<file path="src/rtl/axis_fork_dispatch.sv">
// axis_fork_dispatch: AXI4-Stream packet fork (round-robin / broadcast / directed) with session control.
// Define AXIS_FORK_STATUS_EN to add the per-port completed-packet counters on m_pkt_count.

module axis_fork_slice #(
  parameter int DATA_WIDTH = 64
) (
  input  logic                  clk,
  input  logic                  rst_n,
  input  logic                  load,
  input  logic [DATA_WIDTH-1:0] din,
  input  logic                  din_last,
  input  logic                  m_tready,
  output logic                  m_tvalid,
  output logic [DATA_WIDTH-1:0] m_tdata,
  output logic                  m_tlast,
  output logic                  rdy
);
  assign rdy = !m_tvalid || m_tready;

  always_ff @(posedge clk or negedge rst_n) begin
    if (!rst_n) begin
      m_tvalid <= 1'b0;
      m_tdata  <= '0;
      m_tlast  <= 1'b0;
    end else if (load) begin
      m_tvalid <= 1'b1;
      m_tdata  <= din;
      m_tlast  <= din_last;
    end else if (m_tready) begin
      m_tvalid <= 1'b0;
      m_tlast  <= 1'b0;
    end
  end
endmodule

module axis_fork_dispatch #(
  parameter int M_COUNT       = 4,
  parameter int DATA_WIDTH    = 64,
  parameter int PKT_CNT_WIDTH = 16,
  parameter int SEL_WIDTH     = $clog2(M_COUNT)
) (
  input  logic                          clk,
  input  logic                          rst,
  input  logic                          fork_enable,
  input  logic [1:0]                    fork_mode,
  input  logic [SEL_WIDTH-1:0]          fork_sel,
  input  logic [PKT_CNT_WIDTH-1:0]      fork_pkt_num,
  output logic                          fork_busy,
  output logic                          fork_done,
  output logic                          s_axis_tready,
  input  logic [DATA_WIDTH-1:0]         s_axis_tdata,
  input  logic                          s_axis_tlast,
  input  logic                          s_axis_tvalid,
  input  logic [M_COUNT-1:0]            m_axis_tready,
  output logic [M_COUNT*DATA_WIDTH-1:0] m_axis_tdata,
  output logic [M_COUNT-1:0]            m_axis_tlast,
  output logic [M_COUNT-1:0]            m_axis_tvalid
`ifdef AXIS_FORK_STATUS_EN
  ,
  output logic [M_COUNT*PKT_CNT_WIDTH-1:0] m_pkt_count
`endif
);
  localparam int PW = $clog2(M_COUNT);
  localparam logic [1:0] MODE_RR  = 2'd0;
  localparam logic [1:0] MODE_BC  = 2'd1;
  localparam logic [1:0] MODE_DIR = 2'd2;

  typedef enum logic [1:0] {IDLE, RUN, DRAIN} state_t;

  state_t                   state, state_nxt;
  logic [1:0]               mode_q;
  logic [PW-1:0]            ptr;
  logic [PKT_CNT_WIDTH-1:0] pkt_num_q, pkt_cnt, pkt_cnt_inc;
  logic                     zero_done;
  logic [M_COUNT-1:0]       out_rdy, load;
  logic                     start, accept, last_acc, sess_end, bcast;

  assign bcast       = (mode_q == MODE_BC);
  assign start       = (state == IDLE) && fork_enable;
  assign accept      = s_axis_tvalid && s_axis_tready;
  assign last_acc    = accept && s_axis_tlast;
  assign pkt_cnt_inc = pkt_cnt + 1'b1;
  assign sess_end    = last_acc && (pkt_cnt_inc == pkt_num_q);

  always_ff @(posedge clk or negedge rst) begin
    if (!rst) state <= IDLE;
    else      state <= state_nxt;
  end

  always_comb begin
    state_nxt = state;
    case (state)
      IDLE:    if (fork_enable && fork_pkt_num != '0) state_nxt = RUN;
      RUN:     if (sess_end) state_nxt = DRAIN;
      DRAIN:   if (~|m_axis_tvalid) state_nxt = IDLE;
      default: state_nxt = IDLE;
    endcase
  end

  // Broadcast waits for every slice so no port ever holds a partial copy.
  always_comb begin
    s_axis_tready = 1'b0;
    fork_busy     = 1'b0;
    fork_done     = zero_done;
    case (state)
      RUN: begin
        fork_busy     = 1'b1;
        s_axis_tready = bcast ? &out_rdy : out_rdy[ptr];
      end
      DRAIN: begin
        fork_busy = 1'b1;
        fork_done = ~|m_axis_tvalid;
      end
      default: ;
    endcase
  end

  always_ff @(posedge clk or negedge rst) begin
    if (!rst) begin
      mode_q    <= MODE_RR;
      ptr       <= '0;
      pkt_num_q <= '0;
      pkt_cnt   <= '0;
      zero_done <= 1'b0;
    end else begin
      zero_done <= start && (fork_pkt_num == '0);
      if (start) begin
        mode_q    <= (fork_mode == 2'd3) ? MODE_RR : fork_mode;
        pkt_num_q <= fork_pkt_num;
        pkt_cnt   <= '0;
        if (fork_mode != MODE_DIR)          ptr <= '0;
        else if (32'(fork_sel) >= M_COUNT)  ptr <= PW'(M_COUNT - 1);
        else                                ptr <= PW'(fork_sel);
      end else if (last_acc) begin
        // Pointer only moves on a packet boundary.
        pkt_cnt <= pkt_cnt_inc;
        if (mode_q == MODE_RR)
          ptr <= (32'(ptr) == M_COUNT - 1) ? '0 : ptr + 1'b1;
      end
    end
  end

  for (genvar g = 0; g < M_COUNT; g++) begin : g_port
    assign load[g] = accept && (bcast || ptr == PW'(g));

    axis_fork_slice #(.DATA_WIDTH(DATA_WIDTH)) u_slice (
      .clk      (clk),
      .rst_n    (rst),
      .load     (load[g]),
      .din      (s_axis_tdata),
      .din_last (s_axis_tlast),
      .m_tready (m_axis_tready[g]),
      .m_tvalid (m_axis_tvalid[g]),
      .m_tdata  (m_axis_tdata[g*DATA_WIDTH +: DATA_WIDTH]),
      .m_tlast  (m_axis_tlast[g]),
      .rdy      (out_rdy[g])
    );
  end

`ifdef AXIS_FORK_STATUS_EN
  logic [M_COUNT-1:0][PKT_CNT_WIDTH-1:0] port_pkts;

  for (genvar g = 0; g < M_COUNT; g++) begin : g_stat
    always_ff @(posedge clk or negedge rst) begin
      if (!rst)
        port_pkts[g] <= '0;
      else if (start)
        port_pkts[g] <= '0;
      else if (m_axis_tvalid[g] && m_axis_tready[g] && m_axis_tlast[g] && port_pkts[g] != '1)
        port_pkts[g] <= port_pkts[g] + 1'b1;
    end
  end

  assign m_pkt_count = port_pkts;
`endif
endmodule

</file>
<file path="config.mk">
export PLATFORM = sky130hd
export DESIGN_NAME = axis_fork_dispatch
export DESIGN_NICKNAME = d
export VERILOG_FILES = /design/src/rtl/axis_fork_dispatch.sv
export SDC_FILE = /design/constraint.sdc
export NUM_CORES = 1
export LEC_CHECK = 0
export CORE_ASPECT_RATIO = 1.4
export CORE_MARGIN = 4
export CORE_UTILIZATION = 51
export CTS_CLUSTER_SIZE = 24
export DETAILED_ROUTE_END_ITERATION = 8
export HOLD_SLACK_MARGIN = 0.12
export PLACE_DENSITY_LB_ADDON = 0.15
export SLEW_MARGIN = 25
export SYNTH_ARGS = -nofsm -noshare
export SYNTH_HDL_FRONTEND = slang
export SYNTH_SLANG_ARGS = --single-unit
</file>
<file path="constraint.sdc">
create_clock -name clk -period 5.5 [get_ports clk]
set_clock_uncertainty 0.1 [all_clocks]
set_input_delay 1.1 -clock clk [delete_from_list [all_inputs] [get_ports clk]]
set_output_delay 1.1 -clock clk [all_outputs]
set_load 0.01 [all_outputs]
</file>
# After elaboration in Yosys (flattened, before gate mapping)
# Cells that the tools add are included.
# classes
add_sub_neg,2
multipliers,0
div,0
magnitude_cmp,1
n_eq_ne,12
shifts,0
n_mux,30
n_bitwise,0
reduce_logical,39
# ops
operator,n
$mux 16,2
$mux 2,9
$mux 1,17
$add 16x1->16 const B,1
$eq 16x16->1,1
$logic_not 16->1,1
$reduce_bool 16->1,1
$reduce_bool 2->1,6
$logic_and 1x1->1,10
$eq 2x2->1 const B,4
$logic_or 1x1->1,8
$eq 2x1->1 const B,3
$logic_not 2->1,3
$ne 2x2->1 const B,3
$pmux 2 s3,1
$logic_not 1->1,5
$reduce_and 4->1,1
$reduce_or 4->1,1
$lt 2x3->1 const B,1
$reduce_and 3->1,1
$add 2x1->2 const B,1
$bmux 1 s2,1
$ne 2x1->1 const B,1
$reduce_and 2->1,1
$reduce_or 2->1,1
# totals
register_bits,303
latch_bits,0
ram_bits,0
romBits,0
input_bits,93
out_inout_bits,267
elab_cells,102
memories,0

# Longest topological paths before layout
# Gate-level depths: netlist (run 1).
# logic_depth
depth_word,11
depth_mapped,9
mapped_depth_nobuf,8

# Modules after synthesis
# From an unflattened synthesis (run 1), not the netlist that was laid out.
# hier_totals
cells_unflattened,855
hier_area_um2,12652.1
# modules_own_cells
mod,instances,cells_per_inst,area_per_inst_um2,seq_area_each_um2
axis_fork_slice,4,141,2532.4,1651.6
axis_fork_dispatch,1,291,2522.4,975.9

# Worst setup path after synthesis (run 1)
# Ideal clock, no wire load.
# synth_timing
kind,input to register
startpoint,in m_axis_tready[3]
endpoint,reg g_port[0].u_slice.m_tdata[36]
setup_ns,0.127
arrival_ns,2.853
required_time_ns,5.273
setup_slack_ns,2.419
path_stages,8
path_buffers,2
path_cell_list,and4b_1 nor4_1 and3_1 and2_1 o21a_1 buf_4 buf_6 mux2_1
# synth_via
elab_chain_cells,7
word_cells_on_any_way,8
classes_between,mux (4); reduce/logical (4)
# synth_rtl
item,line,rtl
from (decl),54,"input logic [M_COUNT-1:0] m_axis_tready,"
$logic_or 1x1->1 *,18,assign rdy = !m_tvalid || m_tready;
$bmux 1 s2,108,s_axis_tready = bcast ? &out_rdy : out_rdy[ptr];
$mux 1 (not written as such),108,
$mux 1 *,108,
$mux 1 *,105,case (state)
named net s_axis_tready,50,"output logic s_axis_tready,"
$logic_and 1x1->1 *,80,assign accept = s_axis_tvalid && s_axis_tready;
$logic_and 1x1->1 *,144,assign load[g] = accept && (bcast || ptr == PW'(g));
to (signal assigned),27,m_tdata <= din;
to (decl),14,"output logic [DATA_WIDTH-1:0] m_tdata,"
# The timed path passes the listed nets; every way through them passes the cells marked *. The select of a mux whose other input is x is not followed.
# A chain may end at the register's enable or synchronous reset.

# Worst setup path in the final report (run 1)
# layout_timing
startpoint,in m_axis_tready[3]
endpoint,out s_axis_tready
# layout_via
elab_chain_cells,5
word_cells_on_any_way,6
classes_between,mux (4); reduce/logical (2)
# layout_rtl
item,line
$logic_or 1x1->1 *,18
$bmux 1 s2,108
$mux 1 (not written as such),108
$mux 1 *,108
$mux 1 *,105
to (decl),50
# Every way passes the cells marked *; elsewhere a longest branch is shown, timed or not. The select of a mux whose other input is x is not followed.

==> run metrics, run 1 <==
Pre-Repair DR Iteration Count 4; drt first-iter violations 275; post-synthesis cell type count 50; Core ar. between 20000 and 25000 µm²; Seq/Total Area, Yosys about three fifths; synth warn 0; sw power 0.00341 W; max_slew headroom 40.8%; ys async rst share 100%; final worst-path cycle share 76.7%; Clock Sink Count between 300 and 400; Max Slew Vio Count 0; final WL 32300 µm; I/O Buffers 359; # fillers 1755; sequential share of power 36.5%; Mapped Cells 862; CTS tree done; FF+latch count, synth 303; min Tclk post-route 4.22 ns; Sw Ratio 31.8%; final cell count without fillers roughly 1500; Synth Area in XOR/XNOR 2.26%; P_int ~0.0073 W; final hold viol count 0; Placed Instances 1491; Worst-Skew Late Latency roughly 0.54 ns; Synth Area in Adders 0.910%; synthesized net count 964; crit path kind primary input to primary output; layout cells sized above 1 a little under a fifth; vias in the first global route 8828; Leak Pwr roughly 7.2 nW; Worst VDD drop 422 µV; Clk network pwr share between 10% and 20%; post-synthesis simple-gate area fraction 6.63%; number of synthesized flops with an enable pin 0; CP Capture Type primary output; initial antenna violation count 1; Worst setup SP type primary input; HP Class flip-flop to flip-flop; Via density 5.31; Comb pwr share 44.5%; data arrival time of the worst path 3.02 ns; Finish-stage setup viols 0; post-DR wirelength/cell between 20 and 25 µm; IO Count 360; GPL Wtd Cong 0.809; DR DRC count 0; dpl hpwl 22800 µm; largest family of logic cells by synthesized area multiplexers; Syn Area/Cell 14.4 µm²; Fin Setup TNS 0 ns; status finished clean; RSZ-0062 raised after global routing no; H-tree depth 1; Worst-path clk slew roughly 0.06 ns; Vias 8198; Initial Util about 52%; Least-Margin Pin Slew between 0.8 and 0.9 ns; largest net degree at the start of global routing 119; setup bufs post-CTS 0; mux contribution to synthesized area a little under a quarter; cts bufs inserted 29; Die W about 140 µm; Post-CTS Resized 0; first-pass GRT wire length 50700 µm; die footprint around 27000 µm²; worst-path maximum fanout 3; Post-DP Area approximately 16000 µm²; fin area 17100 µm²; Top FF cell, synth dfrtp_1; post-synthesis compound-gate area fraction 2.11%; hold-fix buffers at CTS 0; CTS Buffer Depth 3; Synth Cell Area approximately 12000 µm²; ANT nets after route 0; CP required 4.30 ns; Power per Cell Area 625 nW/µm²; Rows 67; Die H 192 µm; max cap viols 0; Overall Global Routing Usage 23.9%; Layout Nets 1314; Fmax achieved 0.237 GHz; Layout area overhead 38.4%; worst hold margin approximately 0.38 ns; clk root buf clkbuf_16; grt total ovfl 0
==> per-layer routing <==
metal	wire length [µm]	global-route usage, %	part of all wire, %	vias to the layer above
met5	0	0	0	-
met4	1270	8.69	3.9	0
met3	3010	8.55	9.3	66
met2	16000	40.6	50	303
met1	12000	28.1	37	4136
li1	-	-	-	3693
==> through the flow <==
stage          setup slack [ns]  total power (W)  util, %
2_1_floorplan              2.42          0.00603        -
3_3_place_gp               1.30          0.00863     67.6
3_5_place_dp               1.23          0.00875     67.6
4_1_cts                    1.29           0.0108     71.7
5_1_grt                    1.25           0.0113     71.7
6_report                   1.28           0.0107     71.7
==> sequential cells by signal, indices dropped and copies added, names as in the netlist <==
| signal | count |
|---|---|
| g_port.u_slice.m_tdata | 256 |
| g_port.u_slice.m_tlast | 4 |
| g_port.u_slice.m_tvalid | 4 |
| mode_q | 2 |
| pkt_cnt | 16 |
| pkt_num_q | 16 |
| ptr | 2 |
| state | 2 |
| zero_done | 1 |
==> cells in the mapped netlist (all sizes together), types with 2 or more instances <==
| master | number | area share, % |
|---|---|---|
| clkbuf | 11 | 0.42 |
| mux2 | 258 | 24 |
| o21a | 6 | 0.36 |
| nor2b | 8 | 0.40 |
| or4 | 2 | 0.15 |
| xnor2 | 20 | 1.4 |
| nor3 | 7 | 0.28 |
| nand4 | 6 | 0.55 |
| ha | 9 | 0.91 |
| o22ai | 3 | 0.15 |
| and2 | 2 | 0.10 |
| or3 | 8 | 0.43 |
| nand2b | 6 | 0.30 |
| a21oi | 13 | 0.53 |
| buf | 40 | 2.6 |
| inv | 8 | 0.24 |
| xor2 | 12 | 0.85 |
| dfrtp | 303 | 61 |
| nand2 | 64 | 1.9 |
| or2 | 5 | 0.25 |
| nor2 | 19 | 0.58 |
| o21ai | 12 | 0.49 |
| o41ai | 2 | 0.14 |
| nor4 | 11 | 0.61 |
| and3 | 4 | 0.20 |
| nor4bb | 2 | 0.16 |
| nand3 | 8 | 0.32 |
==> worst paths after layout <==
| kind | start | end | slack [ns] | cells past startpoint |
|---|---|---|---|---|
| worst max-delay path | m_axis_tready[3] | s_axis_tready | 1.28 | 5 |
| worst min-delay path | g_port[1].u_slice.m_tdata[49]$_DFFE_PN0P_ | g_port[1].u_slice.m_tdata[49]$_DFFE_PN0P_ | 0.38 | 1 |
| worst max register to register | ptr[0]$_DFFE_PN0P_ | g_port[3].u_slice.m_tdata[50]$_DFFE_PN0P_ | 2.38 | 7 |
| worst min register to register | g_port[1].u_slice.m_tdata[49]$_DFFE_PN0P_ | g_port[1].u_slice.m_tdata[49]$_DFFE_PN0P_ | 0.38 | 1 |
| max in group asynchronous | rst | g_port[3].u_slice.m_tdata[37]$_DFFE_PN0P_ | 3.63 | 2 |
| min in group asynchronous | rst | g_port[0].u_slice.m_tdata[49]$_DFFE_PN0P_ | 0.50 | 1 |
==> worst max-delay path: stages <==
cell	delay [ns]
clkdlybuf4s50_1	0.51
and4b_1	0.20
nor4_1	0.40
and3_1	0.24
clkdlybuf4s50_1	0.56
==> layout by cell type (no fill, tap or decap), types with 5 or more instances in the layout <==
cell type	n
nand2b_1	6
nor2_1	19
nor2b_1	8
nor3_1	7
buf_4	7
nand3_1	8
clkdlybuf4s50_1	358
inv_1	8
dfrtp_1	303
mux2_2	149
mux2_1	108
clkbuf_16	29
clkbuf_1	8
nor4_1	10
xnor2_1	20
nand2_1	64
clkbuf_8	6
or3_1	5
a21oi_1	13
or2_2	5
xor2_1	12
ha_1	9
o21ai_0	12
==> area by class of cell <==
| class | instances | area (µm²) | share of cell area, % |
|---|---|---|---|
| tap | 310 | 388 | 2.27 |
| multi-input combinational | 500 | 4420 | 25.8 |
| antenna | 1 | 2.50 | 0.0146 |
| timing repair buffer | 370 | 3730 | 21.8 |
| clock inverter | 9 | 126 | 0.738 |
| clock buffer | 43 | 838 | 4.90 |
| sequential | 303 | 7580 | 44.3 |
| inverter | 8 | 30.0 | 0.175 |
==> logic make-up (layout without fill, tap and decap cells) <==
logic type               Yosys count  count (layout)
buffers and inverters             59             430
multiplexers                     259             259
flip-flops                       303             303
AND/OR/NAND/NOR                  157             157
AO/OA/AOI/OAI                     43              43
other                              0               1
XOR/XNOR                          32              32
adder cells (fa/ha/maj)            9               9
==> power by group through the flow <==
stage | combinational, W | clock [W] | sequential, W
6_report | 0.00476 | 0.00203 | 0.00391
5_1_grt | 0.00509 | 0.00216 | 0.00405
4_1_cts | 0.00484 | 0.00207 | 0.00392
3_5_place_dp | 0.00481 | 0 | 0.00393
3_3_place_gp | 0.00474 | 0 | 0.00389
2_1_floorplan | 0.00172 | 0 | 0.00432
(Power assumes the default switching activity.)
==> inputs of run 2 (changes only) <==
Settings changed: CORE_UTILIZATION 51 to 48.
Clock period 5.5 ns to 4 ns, I/O delays scaled along.
==> run metrics, run 2 (synthesis results as in run 1) <==
critical path launch point m_axis_tready[3]; commonest non-fill, non-tap cells in the layout clkdlybuf4s50_1, dfrtp_1, mux2_2, mux2_1, nand2_1; first-pass GRT wire length 51800 µm; I/O Buffers 359; Finish-stage setup viols 0; CP Capture Type primary output; post-DR wirelength/cell 21.4 µm; Post-CTS Resized 0; dpl hpwl 23900 µm; min Tclk post-route 3.67 ns; Die W between 100 and 150 µm; most frequent CP cell clkdlybuf4s50_1; most common cell after layout, fill and taps aside clkdlybuf4s50_1; Vias 8223; Overall Global Routing Usage 23.4%; Buf/Inv on CP 2; Worst-path clk slew 0.06 ns; Fmax achieved 0.272 GHz; largest net degree at the start of global routing 101; IO Count between 300 and 400; setup bufs post-CTS 0; grt total ovfl 0; vias in the first global route 9065; GPL Wtd Cong 0.836; CP required 3.10 ns; max_slew headroom 48.0%; Power per Cell Area 858 nW/µm²; final worst-path cycle share slightly above 90%; Least-Margin Pin Slew 0.780 ns; Pre-Repair DR Iteration Count 4; H-tree depth 1; RSZ-0062 raised after global routing no; Die H 198 µm; Clock Sink Count 303; status finished clean; Worst VDD drop 542 µV; Largest Register g_port.u_slice.m_tdata; worst-path maximum fanout 3; CTS tree done; Via density 5.27; pre-CTS setup slack between 0.3 and 0.4 ns; final hold viol count 0; CTS Buffer Depth 3; Util after Layout 68.0%; clk root buf clkbuf_16; Largest delay share family, worst path buffers and inverters; CP peak stage delay 0.58 ns; final worst setup slack roughly 0.33 ns; die footprint 28500 µm²; max cap viols 0; Initial Util around half; Leak Pwr between 7 and 8 nW; Layout Nets 1323; HP Class primary input to async pin; Rows 69; Fin Setup TNS 0 ns; Worst-Skew Late Latency 0.55 ns; data arrival time of the worst path 2.77 ns; ANT nets after route 0; Largest regs g_port.u_slice.m_tdata: 256 flops, pkt_cnt: 16 flops, pkt_num_q: 16 flops; initial antenna violation count 1; final cell count without fillers 1559; Max Slew Vio Count 0; crit path kind primary input to primary output; RR Startpoint pkt_cnt[0]$_DFFE_PN0P_; Layout area overhead 39.4%; max reg flops 256; hold-fix buffers at CTS 0; Cell Chain, Critical Path clkdlybuf4s50_1, and4b_1, nor4_1, and3_1, clkdlybuf4s50_1; CP max-delay cell clkdlybuf4s50_1; Core ar. between 20000 and 30000 µm²; cts bufs inserted 30; layout cells sized above 1 18.4%; drt first-iter violations roughly 240; Placed Instances 1508; Worst setup SP type primary input; final WL between 30000 and 40000 µm; DR DRC count 0
## run 2: cell count changes in the layout (fill, tap and decap cells not counted), moves of 2 or more
cell	delta
buf_12	+5
buf_4	+3
clkbuf_16	+2
clkinv_2	-2
## run 2: worst register-to-register path, cell delays in order (launching register included)
cell	delay (ns)
dfrtp_1	0.51
ha_1	0.29
nand3_1	0.39
or2_2	0.49
xnor2_1	0.17
nor4_1	0.23
nand4_1	0.16
o21a_1	0.23
mux2_4	0.30
## run 2: area by class of cell
cell class              count  area (µm²)
inverters                   8        30.0
fillers                  1890        8130
flip-flops and latches    303        7580
diodes                      1        2.50
clock inverters             4        70.1
repair buffers            378        3850
well taps                 319         399
clock buffers              46         892
multi-input cells         500        4420
## run 2: metrics by stage
step           total power, W  hold WS [ns]  instance area [µm²]
3_5_place_dp           0.0121         0.374                16300
4_1_cts                0.0150         0.223                17300
6_report               0.0148         0.205                17300
2_1_floorplan         0.00829         0.353                12400
5_1_grt                0.0156         0.248                17300
3_3_place_gp           0.0120         0.367                16300
## run 2: final timing paths
kind,end,slack (ns),cells after the start
setup / recovery,s_axis_tready,0.33,5
hold / removal,g_port[1].u_slice.m_tdata[46]$_DFFE_PN0P_,0.21,1
setup reg to reg,state[0]$_DFFE_PN0P_,1.03,8
hold reg to reg,g_port[2].u_slice.m_tdata[37]$_DFFE_PN0P_,0.38,1
max in group asynchronous,g_port[0].u_slice.m_tdata[59]$_DFFE_PN0P_,2.63,2
min in group clk,g_port[2].u_slice.m_tdata[37]$_DFFE_PN0P_,0.38,1
## run 2: per-layer routing
layer,part of all wire (%),track usage [%],up-vias
li1,-,-,3713
met2,51,40.3,283
met5,0,0,-
met4,3.9,8.44,0
met3,8.6,8.31,60
met1,36,26.9,4167
## run 2: power by group
group          internal (W)  switching [W]  total, W  leakage [nW]
Combinational       0.00391        0.00274   0.00665          3.16
Clock               0.00164        0.00114   0.00278         0.472
Sequential          0.00455       0.000830   0.00538          3.67
==> inputs of run 3 (changes only) <==
Settings changed: PLACE_DENSITY set to 0.9, PLACE_DENSITY_LB_ADDON 0.15 to unset.
==> run metrics, run 3 (synthesis results as in run 1) <==
status finished clean; layout cells sized above 1 18.5%; Post-DP Area 16300 µm²; Cell Chain, Critical Path clkdlybuf4s50_1, nor2b_1, o41ai_1, and3_1, clkdlybuf4s50_1; most frequent CP cell clkdlybuf4s50_1; Finish-stage setup viols 0; # diodes 0; Fmax achieved 0.272 GHz; RR Startpoint pkt_cnt[0]$_DFFE_PN0P_; initial antenna violation count 0; H-tree depth 1; Largest Register g_port.u_slice.m_tdata; Clock Sink Count 303; RSZ-0062 raised after global routing no; GPL Wtd Cong 0.863; cts bufs inserted 29; critical path launch point m_axis_tready[2]; first-pass GRT wire length 50600 µm; final WL 32300 µm; crit path kind primary input to primary output; HP Class primary input to async pin; Worst-Skew Late Latency 0.54 ns; largest net degree at the start of global routing 114; setup bufs post-CTS 0; Vias 8293; hold-fix buffers at CTS 0; Leak Pwr 7.29 nW; footprint of the multi-input gates between 4000 and 5000 µm²; Largest delay share family, worst path buffers and inverters; CTS tree done; Core ar. 25400 µm²; die footprint 28500 µm²; Layout area overhead 39.1%; Initial Util 48.8%; grt total ovfl 0; Least-Margin Pin Slew between 0.9 and 1 ns; CP Capture Type primary output; data arrival time of the worst path 2.78 ns; max reg flops 256; max cap viols 0; # fillers 1748; post-DR wirelength/cell 20.8 µm; final hold viol count 0; Die H 198 µm; Post-CTS Resized 0; ANT nets after route 0; Fin Setup TNS 0 ns; Buf/Inv on CP 2; CP required 3.10 ns; DR DRC count 0; Overall Global Routing Usage between 20 and 25%; Pre-Repair DR Iteration Count 4; commonest non-fill, non-tap cells in the layout clkdlybuf4s50_1, dfrtp_1, mux2_2, mux2_1, nand2_1; Die W around 140 µm; final worst-path cycle share between 90% and 100%; CTS Buffer Depth 3; fin area 17200 µm²; Worst VDD drop ~630 µV; max_slew headroom about 37%; worst-path maximum fanout 3; Max Slew Vio Count 0; Worst setup SP type primary input; CP peak stage delay 0.56 ns; min Tclk post-route 3.68 ns; Layout Nets 1317; Via density 5.34; drt first-iter violations 244; Rows ~70; Worst-path clk slew 0.06 ns; CP max-delay cell clkdlybuf4s50_1; most common cell after layout, fill and taps aside clkdlybuf4s50_1; Power per Cell Area 854 nW/µm²; clk root buf clkbuf_16; dpl hpwl 22800 µm; IO Count 360; Largest regs g_port.u_slice.m_tdata: 256 flops, pkt_cnt: 16 flops, pkt_num_q: 16 flops; I/O Buffers approximately 360; storage element area 7580 µm²; vias in the first global route ~9000
-- run 3: cell types whose count changed in the layout (fill, tap and decap cells not counted), moves of 2 or more --
cell       previous run  this run
clkbuf_16            31        29
clkinv_2              2         5
clkbuf_1              9         4
clkbuf_8              6        10
buf_4                10         4
-- run 3: final timing paths --
check / depth (start not counted) / slack, ns / to
hold reg to reg: 1 / 0.38 / g_port[1].u_slice.m_tdata[55]$_DFFE_PN0P_
setup / recovery: 5 / 0.32 / s_axis_tready
max in group asynchronous: 2 / 2.65 / g_port[3].u_slice.m_tdata[26]$_DFFE_PN0P_
hold / removal: 1 / 0.23 / g_port[0].u_slice.m_tdata[63]$_DFFE_PN0P_
setup reg to reg: 8 / 1.12 / state[0]$_DFFE_PN0P_
min in group clk: 1 / 0.38 / g_port[1].u_slice.m_tdata[55]$_DFFE_PN0P_
-- run 3: report_power, final --
group          total, W  internal [W]  switching (W)
logic           0.00660       0.00390        0.00269
registers       0.00540       0.00455       0.000845
clock network   0.00271       0.00157        0.00114
-- run 3: per-stage QoR --
stage / cells / util (%) / hold slack (ns) / worst slack (ns) / total power [W]
after floorplan: 862 / - / 0.353 / 1.22 / 0.00829
after global placement: 1503 / 64.1 / 0.366 / 0.381 / 0.0118
after detailed placement: 1503 / 64.1 / 0.374 / 0.308 / 0.0121
after CTS: 1554 / 67.8 / 0.247 / 0.324 / 0.0149
after global routing: 1554 / 67.8 / 0.292 / 0.269 / 0.0155
final: 1554 / 67.8 / 0.234 / 0.322 / 0.0147
-- run 3: final cells by class --
cell class	instances	share of cell area [%]
Tap cell	319	2.32
Inverter	8	0.174
Multi-Input combinational cell	500	25.7
Clock inverter	8	0.422
Clock buffer	43	5.10
Timing Repair Buffer	373	22.2
Sequential cell	303	44.0
-- run 3: layer usage --
metal	GRT usage (%)	share of wire, %
met2	40.4	53
met3	6.02	7.0
met4	7.50	3.2
met1	25.7	37
met5	0	0
==> RTL change 1, RTL diff (settings of run 2) <==
Encoding of `state_t`: now one-hot (3 bits for 3 states).
--- a/src/rtl/axis_fork_dispatch.sv
+++ b/src/rtl/axis_fork_dispatch.sv
@@ -65,7 +65,7 @@
   localparam logic [1:0] MODE_BC  = 2'd1;
   localparam logic [1:0] MODE_DIR = 2'd2;
 
-  typedef enum logic [1:0] {IDLE, RUN, DRAIN} state_t;
+  typedef enum logic [2:0] {IDLE = 3'b001, RUN = 3'b010, DRAIN = 3'b100} state_t;
 
   state_t                   state, state_nxt;
   logic [1:0]               mode_q;
Function: no difference found for any inputs over 4 cycles, from zero or initial values and one cycle with rst low; so few cycles prove little.
==> RTL change 1 against run 2 <==
Worst setup slack improved by 0.020 ns; sequential cell count rose by 1; critical path depth did not move; synthesized cell count rose by 0.12%; wire length fell by 4.6%; first-iteration DRC count rose by 7.5%; combinational power fell by 18%; final area rose by 0.20%; die area fell by 0.27%; critical path type unchanged; area after synthesis fell by 0.28%; total power fell by 9.6%; largest cell class unchanged; final cell count rose by 0.19%.
==> RTL change 1: results (changes against run 2) <==
Final setup viols=0 (unchanged); Starting DRT DRC Count=259 (+7.5%); Reg2Reg Depth=7 (-1); met3 track demand over resource=7.32% (-0.99 points); number of buffers added on ports=359 (unchanged); post-placement cell area=0.0163 sq mm (about the same); vias in the first global route=8779 (-3.2%); met2 GRT Util=38.7% (-1.6 points); # H-tree levels=1 (unchanged); clock tree buffer depth=3 (unchanged); Worst-Margin Slew=0.839 ns (+0.0586 ns); peak supply drop=560 uV (+3.3%); Synth Net Count=961 (-0.31%); Wirelength per Cell=20.4 um (-4.7%); P_leak=7.62 nW (+4.3%); maximum number of pins on one net before global-route repair=108 (+6.9%); Overall Global Routing Usage=22.2% (-1.3 points); Reg clk slew, reported paths=0.06 ns (about the same); Worst-Skew Late Latency=roughly 0.54 ns; total internal power=9.37 mW (-7.2%); total CTS buffers=29 (-3.3%); synth unique cells=49 (-2.0%); top cells by count, synth=dfrtp_1, mux2_2, mux2_1; NumNets Final=1319 (-0.30%); cell count after synthesis=863 (+0.12%); fill count=1907 (+0.90%); top-area cell type share of the netlist area=61.4% (+0.17 points); post-synthesis sequential area ratio=61.7% (+0.39 points); HP Class=in -> async; met1 Track Usage GR=25.7% (-1.3 points); clock share of power=21.1% (+2.3 points); Synth Flop Type=dfrtp_1; fin util=68.1% (+0.14 points); Largest stage delay, worst path=0.61 ns (+0.03 ns); first-pass GRT wire length=49400 um (-4.6%); Seq group=5.12 mW (-4.8%); top flop regs=g_port.u_slice.m_tdata (256), pkt_cnt (16), pkt_num_q (16); setup bufs post-CTS=0 (unchanged); share of cells above drive strength 1=18.6% (+0.20 points); metal3 WL=2670 um (-6.8%); worst slack, placed=0.367 ns (+0.0126 ns); Power, Total=13.4 mW (-9.6%); Routed WL=31800 um (-4.6%); detailed placer's ending HPWL=23100 um (-3.4%); Met1 Wirelength=11700 um (-3.4%); reg-to-reg slack, setup=1.36 ns (+0.33 ns); Hold WS=0.217 ns (+0.0115 ns); antenna violations before repair=1 (unchanged); via count=8265 (+0.51%); synth top area cells=dfrtp_1, mux2_2, mux2_1, nand2_1, buf_6; WL met2=16300 um (-4.0%); reg2reg start=ptr[0]; CP max FO=3 (unchanged); Worst EP arrival=2.75 ns (-0.02 ns); Final GP Congestion=0.835 (-0.20%); status=finished clean; RR Endpoint=g_port[2].u_slice.m_tdata[63]; Post-Place Cells=1509 (+0.066%)
==> RTL change 1: cell count changes after synthesis, sizes merged, moves of 7 or more <==
| cell | run 2 | this run |
|---|---|---|
| a21oi | 13 | 5 |
| o21ai | 12 | 26 |
| xnor2 | 20 | 10 |
| or3 | 8 | 1 |
| o31ai | 1 | 11 |
==> RTL change 1: worst max path at each step <==
stage | from | end | slack, ns | cells after the start
5_1_grt | m_axis_tready[2] | s_axis_tready | 0.25 | 5
3_3_place_gp | m_axis_tready[2] | s_axis_tready | 0.40 | 5
2_1_floorplan | m_axis_tready[3] | g_port[0].u_slice.m_tdata[36] | 1.36 | 8
6_report | m_axis_tready[2] | s_axis_tready | 0.35 | 5
3_5_place_dp | m_axis_tready[2] | s_axis_tready | 0.37 | 5
4_1_cts | m_axis_tready[2] | s_axis_tready | 0.36 | 5
==> RTL change 1: cell families after synthesis <==
family	share of synthesized area, %
AOI/OAI and AO/OA	3.12
xor gates and xnor gates	1.63
adders and majority gates	0.507
buffers and inverters	3.05
DFF	61.7
muxes	23.5
and+or+nand+nor	6.50
==> RTL change 1: cell type report <==
class                           count  share of cell area (%)
Sequential cell                   304                    44.0
Inverter                            3                  0.0651
Clock inverter                      6                   0.485
Tap cell                          319                    2.31
Antenna cell                        1                  0.0145
Clock buffer                       46                    5.32
Timing Repair Buffer              379                    22.4
Multi-Input combinational cell    504                    25.4
==> RTL change 1: critical path, delay by kind of cell <==
| family | cells | cell delay (ns) |
|---|---|---|
| buffers and inverters | 2 | 1.16 |
| AO/OA/AOI/OAI | 1 | 0.45 |
| AND/OR/NAND/NOR | 2 | 0.34 |
==> RTL change 2, RTL diff (config.mk and constraints of run 2) <==
Made on the original files. Set the parameter `PKT_CNT_WIDTH` to 32 (it was 16).
--- a/src/rtl/axis_fork_dispatch.sv
+++ b/src/rtl/axis_fork_dispatch.sv
@@ -36,7 +36,7 @@
 module axis_fork_dispatch #(
   parameter int M_COUNT       = 4,
   parameter int DATA_WIDTH    = 64,
-  parameter int PKT_CNT_WIDTH = 16,
+  parameter int PKT_CNT_WIDTH = 32,
   parameter int SEL_WIDTH     = $clog2(M_COUNT)
 ) (
   input  logic                          clk,
Interface: changed (resized fork_pkt_num); port bits go from 360 to 376. The function was not compared with the original's and may differ.
==> RTL change 2 against run 2 <==
Die area up 14%; critical path depth is the same; sequential share of layout area shrank 1.3 points; hold slack got worse by 0.015 ns; worst setup slack worse by 0.082 ns; sequential cell count grew 32; final area is 14% higher; total power is 10% higher; combinational power grew 9.2%; sequential power up 9.1%; wire length increased by 24%; maximum frequency is 2.2% lower; area after synthesis increased by 15%; critical path type unchanged; critical endpoint unchanged.
==> RTL change 2: results (changes against run 2) <==
antenna violations before repair=2 (+1); Worst-Skew Late Latency=0.51 ns (-0.04 ns); top flop regs=g_port.u_slice.m_tdata (256), pkt_cnt (32), pkt_num_q (32); post-synthesis sequential area ratio=59.0% (-2.3 points); synth unique cells=55 (+10%); maximum number of pins on one net before global-route repair=89 (-12%); share of cells above drive strength 1=23.9% (+5.5 points); Synth Area in XOR/XNOR=3.88% (+1.6 points); detailed placer's ending HPWL=30200 um (+26%); vias in the first global route=11100 (+23%); Slew headroom=51.0% (+3.0 points); status=finished clean; adder-cell share of the synthesized area=0.792% (-0.12 points); Final GP Congestion=0.848 (+1.4%); mux share of post-synthesis cell area=21.0% (-2.6 points); drt via density=5.32 (+0.87%); first-pass GRT wire length=64300 um (+24%); Synth Area in Compound Gates=2.62% (+0.51 points); Starting DRT DRC Count=332 (+38%); Overall Global Routing Usage=25.4% (+2.0 points); number of buffers added on ports=375 (+4.5%); synth top area cells=dfrtp_1, mux2_2, nand2_1, xnor2_1, xor2_1; P_leak=8.22 nW (+13%); NumNets Final=1596 (+21%); total CTS buffers=35 (+17%); Routed WL=41500 um (+24%); total internal power=11.1 mW (+9.7%); # H-tree levels=2 (+1); top-area cell type share of the netlist area=59.0% (-2.3 points); Worst EP arrival=2.85 ns (+0.08 ns); Synth Net Count=1219 (+26%)
-- RTL change 2: power by group through the flow --
stage / Sequential (mW) / Combinational, mW / Clock, mW
6_report: 5.87 / 7.26 / 3.21
5_1_grt: 6.08 / 7.74 / 3.39
4_1_cts: 5.89 / 7.37 / 3.28
3_5_place_dp: 5.90 / 7.32 / 0
3_3_place_gp: 5.84 / 7.24 / 0
2_1_floorplan: 6.39 / 2.69 / 0
-- RTL change 2: cell type report --
type	instances	area (sq um)
antenna	2	5.00
clock buffer	48	1010
clock inverter	9	110
fill	2234	9510
inverter	10	37.5
multi-input combinational	695	5540
sequential	335	8380
tap	380	475
timing repair buffer	401	4100
-- RTL change 2: final timing paths --
check                                               from                            end  slack, ns
min in group clk           g_port[3].u_slice.m_tdata[31]  g_port[3].u_slice.m_tdata[31]       0.40
max                                     m_axis_tready[1]                  s_axis_tready       0.25
max in group asynchronous                            rst  g_port[0].u_slice.m_tdata[45]       2.68
max reg2reg                                  pkt_cnt[12]                       state[0]       0.78
min                                                  rst                  pkt_num_q[11]       0.19
min reg2reg                g_port[3].u_slice.m_tdata[31]  g_port[3].u_slice.m_tdata[31]       0.40
-- RTL change 2: critical path: stages --
cell and delay, ns:
clkdlybuf4s50_1 0.58, nor2b_4 0.07, mux4_2 0.50, nor3_1 0.29
clkdlybuf4s50_1 0.61
-- RTL change 2: routing by layer --
layer	global-route usage [%]	vias up	part of all wire, %
li1	-	4576	-
met1	27.4	5017	35
met2	45.0	321	52
met3	8.83	88	8.4
met4	11.8	0	4.6
met5	0	-	0
-- RTL change 2: metrics by stage --
step | utilization [%] | setup WS (ns) | cell area [sq um] | hold WS, ns | std cells
floorplan | - | 0.946 | 14200 | 0.354 | 1101
global placement | 63.6 | 0.261 | 18500 | 0.385 | 1821
detailed placement | 63.6 | 0.241 | 18500 | 0.383 | 1821
CTS | 67.4 | 0.241 | 19700 | 0.215 | 1878
global route | 67.4 | 0.226 | 19700 | 0.227 | 1880
finish | 67.4 | 0.246 | 19700 | 0.190 | 1880
-- RTL change 2: cells by family (layout without fill, tap and decap cells) --
group,count (synthesis),count (layout)
XOR/XNOR,63,63
AO/OA/AOI/OAI,60,60
adder cells (fa/ha/maj),9,9
other,0,2
multiplexers,264,264
AND/OR/NAND/NOR,299,299
buffers and inverters,71,468
flip-flops,335,335
